`config.mk`:
```
export PLATFORM = sky130hd
export DESIGN_NAME = rx_fifo_sched
export DESIGN_NICKNAME = d
export VERILOG_FILES = /design/src/rtl/rx_fifo_sched.sv
export SDC_FILE = /design/constraint.sdc
export NUM_CORES = 1
export LEC_CHECK = 0
export CAP_MARGIN = 10
export CELL_PAD_IN_SITES_DETAIL_PLACEMENT = 1
export CELL_PAD_IN_SITES_GLOBAL_PLACEMENT = 1
export CORE_UTILIZATION = 28
export CTS_CLUSTER_DIAMETER = 200
export DETAILED_ROUTE_END_ITERATION = 6
export GPL_TIMING_DRIVEN = 0
export PLACE_DENSITY = 0.89
export REMOVE_ABC_BUFFERS = 1
export SKIP_LAST_GASP = 1
export SYNTH_ARGS = -nofsm -noshare
export SYNTH_HDL_FRONTEND = slang
export SYNTH_SLANG_ARGS = --single-unit
```
`constraint.sdc`:
```
create_clock -name clk -period 3.2 [get_ports clk]
set_clock_uncertainty 0.2 [all_clocks]
set_input_delay 0.64 -clock clk [delete_from_list [all_inputs] [get_ports clk]]
set_output_delay 0.64 -clock clk [all_outputs]
set_load 0.05 [all_outputs]
```
`src/rtl/rx_fifo_sched.sv`:
```
// Rx FIFO write-through plus a two-consumer round-robin read scheduler.
// Optional saturating overrun counter: define RX_SCHED_OVR_CNT_EN to build it.
module rx_fifo_sched #(
  parameter int DBITS = 8
) (
  input  logic             clk,
  input  logic             areset,
  input  logic             rx_done,
  input  logic [DBITS-1:0] rx_byte,
  input  logic             fifo_full,
  input  logic             fifo_empty,
  input  logic [DBITS-1:0] fifo_rd_data,
  output logic             fifo_wr_en,
  output logic [DBITS-1:0] fifo_wr_data,
  output logic             fifo_rd_en,
  input  logic [1:0]       req,
  input  logic [1:0]       ack,
  output logic [1:0]       gnt,
  output logic [DBITS-1:0] data_out,
  output logic             data_valid,
  output logic             overrun,
  output logic [7:0]       overrun_cnt
);

  typedef enum logic [1:0] {IDLE, READ, WAIT, DELIVER} state_t;

  state_t           state, state_nxt;
  logic             rd_en_nxt;
  logic [1:0]       gnt_nxt;
  logic             dv_nxt;
  logic [DBITS-1:0] data_nxt;
  logic             last, last_nxt;
  logic             winner;
  logic             overrun_evt;

  assign fifo_wr_en   = rx_done & ~fifo_full;
  assign fifo_wr_data = rx_byte;
  assign overrun_evt  = rx_done & fifo_full;

  // On a tie the consumer that did not win last time gets the byte.
  always_comb begin
    if (req == 2'b11) winner = ~last;
    else              winner = req[1];
  end

  always_comb begin
    state_nxt = state;
    rd_en_nxt = 1'b0;
    gnt_nxt   = gnt;
    dv_nxt    = data_valid;
    data_nxt  = data_out;
    last_nxt  = last;
    case (state)
      IDLE: begin
        if (req != 2'b00 && !fifo_empty) begin
          state_nxt = READ;
          rd_en_nxt = 1'b1;
          gnt_nxt   = winner ? 2'b10 : 2'b01;
          last_nxt  = winner;
        end
      end
      READ: state_nxt = WAIT;
      WAIT: begin
        state_nxt = DELIVER;
        data_nxt  = fifo_rd_data;
        dv_nxt    = 1'b1;
      end
      DELIVER: begin
        // A consumer withdrawing its request forfeits the byte.
        if ((ack & gnt) != 2'b00 || (req & gnt) == 2'b00) begin
          state_nxt = IDLE;
          dv_nxt    = 1'b0;
          gnt_nxt   = 2'b00;
        end
      end
      default: begin
        state_nxt = IDLE;
        dv_nxt    = 1'b0;
        gnt_nxt   = 2'b00;
      end
    endcase
  end

  always_ff @(posedge clk or negedge areset) begin
    if (!areset) begin
      state      <= IDLE;
      fifo_rd_en <= 1'b0;
      gnt        <= 2'b00;
      data_valid <= 1'b0;
      data_out   <= '0;
      last       <= 1'b1;
      overrun    <= 1'b0;
    end else begin
      state      <= state_nxt;
      fifo_rd_en <= rd_en_nxt;
      gnt        <= gnt_nxt;
      data_valid <= dv_nxt;
      data_out   <= data_nxt;
      last       <= last_nxt;
      if (overrun_evt) overrun <= 1'b1;
    end
  end

`ifdef RX_SCHED_OVR_CNT_EN
  logic [7:0] ovr_cnt;

  always_ff @(posedge clk or negedge areset) begin
    if (!areset)                              ovr_cnt <= 8'd0;
    else if (overrun_evt && ovr_cnt != 8'hFF) ovr_cnt <= ovr_cnt + 8'd1;
  end

  assign overrun_cnt = ovr_cnt;
`else
  assign overrun_cnt = 8'd0;
`endif

endmodule
```
# After elaboration in Yosys (flattened, before gate mapping)
# Cells that the tools add are included.
# word_totals
register_bits,16
input_bits,25
out_inout_bits,30
elab_cells,43
# op_classes
eq_ne,6
muxes,11
n_bitwise,6
n_reduce_logical,13
# op_table
operator,count
$mux W2,4
$pmux W2 S4,1
$reduce_bool A2 Y1,4
$eq A2 B2 Y1 const B,3
$reduce_and A2 Y1,3
$and A2 B2 Y2,2
$logic_not A2 Y1,2
$mux W1,4
$ne A2 B2 Y1 const B,2
$pmux W2 S2,1
$reduce_and A3 Y1,1
$and A1 B1 Y1,2
$eq A2 B1 Y1 const B,1
$not A1 Y1,2
$pmux W1 S2,1
$logic_and A1 B1 Y1,1
$logic_not A1 Y1,1
$logic_or A1 B1 Y1,1

# Depth between registers and ports, before layout
# Gate-level depths: netlist of the first run.
# logic_depth
word_depth,5
ltp_mapped,6
ltp_nobuf,6

# Least setup slack after synthesis of the first run
# Ideal clock, no wire load.
# synth_timing
path_type,input -> output
from,input rx_done
to,output fifo_wr_en
arrival_ns,1.347
required_time_ns,2.360
setup_slack_ns,1.013
stages,1
n_path_buf,0
cell_sequence,nor2b_1
# synth_via
elab_chain_len,1
# synth_rtl
element,line,source
from (decl),8,"input logic rx_done,"
$and A1 B1 Y1,36,assign fifo_wr_en = rx_done & ~fifo_full;
to (decl),13,"output logic fifo_wr_en,"
# Every way passes these cells.

# Final worst setup path of the first run
# Ends and elaborated chain as after synthesis.

==> impl_metrics.toml, run 1 <==
[logic_synthesis]
synth_common_cells = "buf_4 (16), dfrtp_1 (15), mux2_2 (8)"
synth-edff-count = 0
synth_top_family_by_area = "buffers and inverters"
synth_seq_cells = 16
synth_top_area_share = 0.430
ys_top_cells_by_area = "dfrtp_1 (43%), buf_4 (14%), mux2_2 (10%)"
synth.most_common_cell = "buf_4"
synth.area.mux_share = 0.121
synth_xor_xnor_area_share = 0
ys_warn_count = 0
ys.flop_type = "dfrtp_1"
netlist_area_um2 = 872
postSynthCellCount = 75
synthSimpleGateAreaFrac = 0.0560
yosysTopAreaCell = "dfrtp_1"
seq_area_frac_synth = 0.461
synth.distinct_cells = 27
avgSynthCellArea_um2 = 11.6
synthAdderAreaFrac = 0.0430
synth_compound_area_frac = 0.151
async_flop_share = 1.00

[grt]
grt_overflow_total = 0
grt_pass1_wl_mm = 3.03
grt_pass1_vias = 652
grt_max_degree = 17
antenna_found_initial = 0
grt_usage = 0.119

[hold_path]
hp-class = "reg2reg"
whs_path_depth = 1
hp-start = "overrun"
whs_endpoint = "overrun"

[setup_path]
setup.worst_path.end_class = "output port"
cp_cell_sequence = "clkdlybuf4s50_1, nor2b_1, clkdlybuf4s50_1"
reg2reg_from = "state[1]"
path_buf_inv = 2
cp.required_ns = 2.36
worstSetupPathType = "in2out"
worst_path_max_delay_cell = "clkdlybuf4s50_1"
startpoint_type = "input port"
r2r_end = "state[1]"
r2r_setup_slack_ns = 1.46
cp_top_family = "buffers and inverters"
crit_top_cell = "clkdlybuf4s50_1"
r2r_cells = 4
critPathMaxStageDelay_ns = 0.80
cp_max_fo = 2
critical_path_arrival_ns = 2.03

[floorplanning]
die_x_um = 57.8
io-pin-count = 55
coreArea_um2 = 2850
fp.dieH_um = 57.8
start_util = 0.306
die_area_um2 = 3340
rows = 19

[status]
status = "finished with violations"
failed_checks = "design-rule violations"

[cts]
hold_buffers = 0
numCtsBuffers = 3
postCtsResizedCells = 0
clkSinkCount = 16
tritoncts = "done"
insertion_delay_ns = 0.28
cts-root-buf = "clkbuf_4"
clk_pin_slew_ns = 0.09
h-tree-depth = 1
clockBufferDepth = 2
postCtsSetupBuffers = 0

[sta]
max_freq_mhz = 348
finalSetupTns_ns = 0
timing.final.crit_share = 0.898
setup_violations = 0
tightestPinTransition_ns = 0.704
hold_viol = 0
drv_slew = 0
holdWs_ns = 0.264
rsz0062_at_grt = "false"
relSlewSlack = 0.529
setup_slack_ns = 0.326
period_needed_ns = 2.87

[layout]
antenna_cells = 0
post-route-util = 0.399
drive_above_1_share = 0.162
final_nets = 128
area_delta_synth_final_pct = 30.6

[power]
ir_drop_v = 0.000296
p_leak_nw = 0.478
total_power_mw = 1.21
power_density_nw_per_um2 = 1070

[detailed_routing]
drt_first_iter_violations = 20
routed_via_density = 4.70
wl_mm = 1.74
drc_errors = 4
vias = 611
wl_per_cell_um = 13.4
dr.pass1.iters = 6
drt.antenna.violating_nets = 0

[placed_design]
dp_slack_ns = 0.315
gp_congestion = 0.823
dpl.hpwl_mm = 1.39
port_buffers = 30

[job]
drv_cap = 0
==> layout make-up <==
type                       instances  area (um2)
fill                             317        1710
sequential                        16         402
multi-input combinational         44         353
timing repair buffer              30         300
tap                               31        38.8
clock buffer                       4        26.3
inverter                           5        18.8
==> cells in the final DEF (no fill, tap or decap), types with 2 or more instances in the layout <==
| master | count |
|---|---|
| nor2_1 | 4 |
| clkdlybuf4s50_1 | 30 |
| nand2_1 | 2 |
| a21oi_1 | 2 |
| conb_1 | 8 |
| clkbuf_4 | 3 |
| mux2_2 | 8 |
| inv_1 | 5 |
| o2bb2ai_1 | 2 |
| dfrtp_1 | 15 |
| ha_1 | 3 |
==> state kept, by name, indices dropped and copies added, names as in the netlist <==
| register | cells |
|---|---|
| gnt | 2 |
| data_valid | 1 |
| last | 1 |
| overrun | 1 |
| data_out | 8 |
| state | 2 |
| fifo_rd_en | 1 |
==> per-layer routing <==
layer | track usage | vias up | wire length (um)
li1 | - | 281 | -
met1 | 0.128 | 298 | 634
met2 | 0.205 | 30 | 939
met3 | 0.0491 | 2 | 156
met4 | 0.0510 | 0 | 11
met5 | 0 | - | 0
==> cell families (layout without fill, tap and decap cells) <==
family          after synthesis  after routing
simple gates                 10             10
flops                        16             16
other cells                   1              8
compound gates               14             14
buf+inv                      22             39
fa+ha+maj                     3              3
mux                           9              9
==> stage by stage <==
| step | cell area, um2 | cells |
|---|---|---|
| finish | 1140 | 130 |
| global route | 1140 | 130 |
| detailed placement | 1110 | 126 |
| floorplan | 773 | 65 |
| CTS | 1140 | 130 |
| global placement | 1110 | 126 |
==> worst register-to-register path, cell delays in order (launching register included) <==
cell and delay (ns):
dfrtp_1 0.41, ha_1 0.25, inv_1 0.10, o31ai_4 0.34
mux2_4 0.33
==> where the power goes <==
part           leakage [nW]  internal (mW)  total [mW]  switching (mW)
clock network        0.0150         0.0484       0.108          0.0598
logic                 0.276          0.292       0.746           0.454
registers             0.187          0.300       0.361          0.0608
==> worst max path at each step <==
stage                     slack (ns)  cells past startpoint    start         end
after floorplan                 1.01                      1  rx_done  fifo_wr_en
after global placement          0.32                      3  rx_done  fifo_wr_en
after detailed placement        0.32                      3  rx_done  fifo_wr_en
after CTS                       0.32                      3  rx_done  fifo_wr_en
after global routing            0.29                      3  rx_done  fifo_wr_en
final                           0.33                      3  rx_done  fifo_wr_en
No activity file was read; power rests on OpenSTA's default activity.
==> run 2: changes to the inputs <==
- SKIP_LAST_GASP: 1 -> unset
==> results of run 2 <==
No change in the layout: final DEF, timing and power equal those of run 1.
==> run 3: changes to the inputs <==
- CORE_ASPECT_RATIO: unset -> 1.4
==> run 3 against run 2 <==
Net effect:
- maximum frequency down 1.2%
- critical path type unchanged
- global-route usage grew 0.064 points
- sequential power about the same
- worst setup slack worse by 0.034 ns
- worst hold slack lost 0.0074 ns
- utilization is 0.51 points higher
- sequential share of layout area fell by 1.1 points
- the flow now finishes without violations
- final cell count grew 4.6%
- wire length is 3.3% higher
- register-to-register slack barely moved
- clock-buffer cell count is the same
- total power is 5.2% higher
==> impl_metrics.toml, run 3 (synthesis results as in run 1) <==
[power]
p_comb_frac = 0.582
p_leak_nw = 0.492
intPower_mw = 0.701
clockPowerShare = 0.135
power_density_nw_per_um2 = 1090
p_sw_mw = 0.576
switching_share = 0.451
seqPwrFrac = 0.282
ir_drop_v = 0.000497

[detailed_routing]
drt_first_iter_violations = 6
routed_via_density = 4.46
vias = 606
dr.pass1.iters = 3
wl_mm = 1.80
drc_errors = 0
drt.antenna.violating_nets = 0
wl_per_cell_um = 13.2

[cts]
numCtsBuffers = 3
tritoncts = "done"
insertion_delay_ns = 0.24
hold_buffers = 0
cts-root-buf = "clkbuf_8"
h-tree-depth = 1
clkSinkCount = 16
clockBufferDepth = 2
postCtsSetupBuffers = 0
clk_pin_slew_ns = 0.06
postCtsResizedCells = 0

[layout]
antenna_cells = 0
reg_top3 = "data_out: 8 flops, gnt: 2 flops, state: 2 flops"
fin_area_um2 = 1170
drive_above_1_share = 0.172
final_nets = 128
regMostFlops = "data_out"
finalNonFillerCells = 136
largest_reg_flops = 8
layout_commonest_cell = "clkdlybuf4s50_1"
area_delta_synth_final_pct = 34.7
final_cell_mix = "clkdlybuf4s50_1 (30), dfrtp_1 (15), mux2_2 (8), conb_1 (8), inv_1 (5)"

[grt]
antenna_found_initial = 0
grt_overflow_total = 0
grt_max_degree = 17
grt_usage = 0.120
grt_pass1_wl_mm = 2.95
grt_pass1_vias = 654

[placed_design]
place_area_um2 = 1120
port_buffers = 30
dpl.cell_count = 132
dpl.hpwl_mm = 1.45
dp_slack_ns = 0.276
gp_congestion = 0.717

[floorplanning]
rows = 23
die_area_um2 = 3340
io-pin-count = 55
die_x_um = 49.2
fp.dieH_um = 68.0
start_util = 0.300
coreArea_um2 = 2910

[setup_path]
worstSetupPathType = "in2out"
critical_path_arrival_ns = 2.07
cp_max_fo = 2
cp.required_ns = 2.36
setup.worst_path.end_class = "output port"
startpoint_type = "input port"

[status]
status = "completed"

[sta]
setup_violations = 0
rsz0062_at_grt = "false"
finalSetupTns_ns = 0
relSlewSlack = 0.522
period_needed_ns = 2.91
hold_viol = 0
max_freq_mhz = 344
setup_slack_ns = 0.291
tightestPinTransition_ns = 0.715
drv_slew = 0
timing.final.crit_share = 0.909

[job]
drv_cap = 0

[hold_path]
hp-class = "reg2reg"
## run 3: cell types whose count changed in the layout (fill, tap and decap cells not counted)
cell	before	now
clkbuf_8	0	4
clkbuf_4	3	0
clkbuf_1	1	0
## run 3: critical path, cell delays in order
cell	delay, ns
clkdlybuf4s50_1	0.47
nor2b_1	0.14
clkdlybuf4s50_1	0.82
## run 3: layout make-up
type                            instances  area, um2
Clock buffer                            4       55.1
Fill cell                             329       1730
Inverter                                5       18.8
Multi-Input combinational cell         44        353
Sequential cell                        16        402
Tap cell                               37       46.3
Timing Repair Buffer                   30        300
## run 3: power by group through the flow
stage | clock [mW] | sequential, mW | combinational [mW]
floorplan | 0 | 0.602 | 0.279
global placement | 0 | 0.355 | 0.727
detailed placement | 0 | 0.365 | 0.747
CTS | 0.179 | 0.363 | 0.749
global route | 0.189 | 0.378 | 0.793
finish | 0.173 | 0.360 | 0.743
## run 3: worst paths after layout
path / start / to / slack [ns] / cells past startpoint
max: rx_done / fifo_wr_en / 0.29 / 3
min: overrun / overrun / 0.26 / 1
max reg2reg: state[1] / state[1] / 1.45 / 4
min reg2reg: overrun / overrun / 0.26 / 1
max in group asynchronous: areset / data_out[1] / 1.73 / 1
min in group asynchronous: areset / data_out[5] / 0.63 / 1
## run 3: per-stage QoR
step | hold slack (ns) | power (mW) | utilization
floorplan | 0.144 | 0.881 | -
global placement | 0.239 | 1.08 | 0.385
detailed placement | 0.245 | 1.11 | 0.385
CTS | 0.260 | 1.29 | 0.404
global route | 0.289 | 1.36 | 0.404
finish | 0.256 | 1.28 | 0.404
## run 3: layer usage
metal / up-vias / GRT usage / part of all wire
met5: - / 0 / 0
met2: 33 / 0.226 / 0.56
li1: 282 / - / -
met3: 2 / 0.0489 / 0.072
met1: 289 / 0.112 / 0.36
met4: 0 / 0.0551 / 0.0067
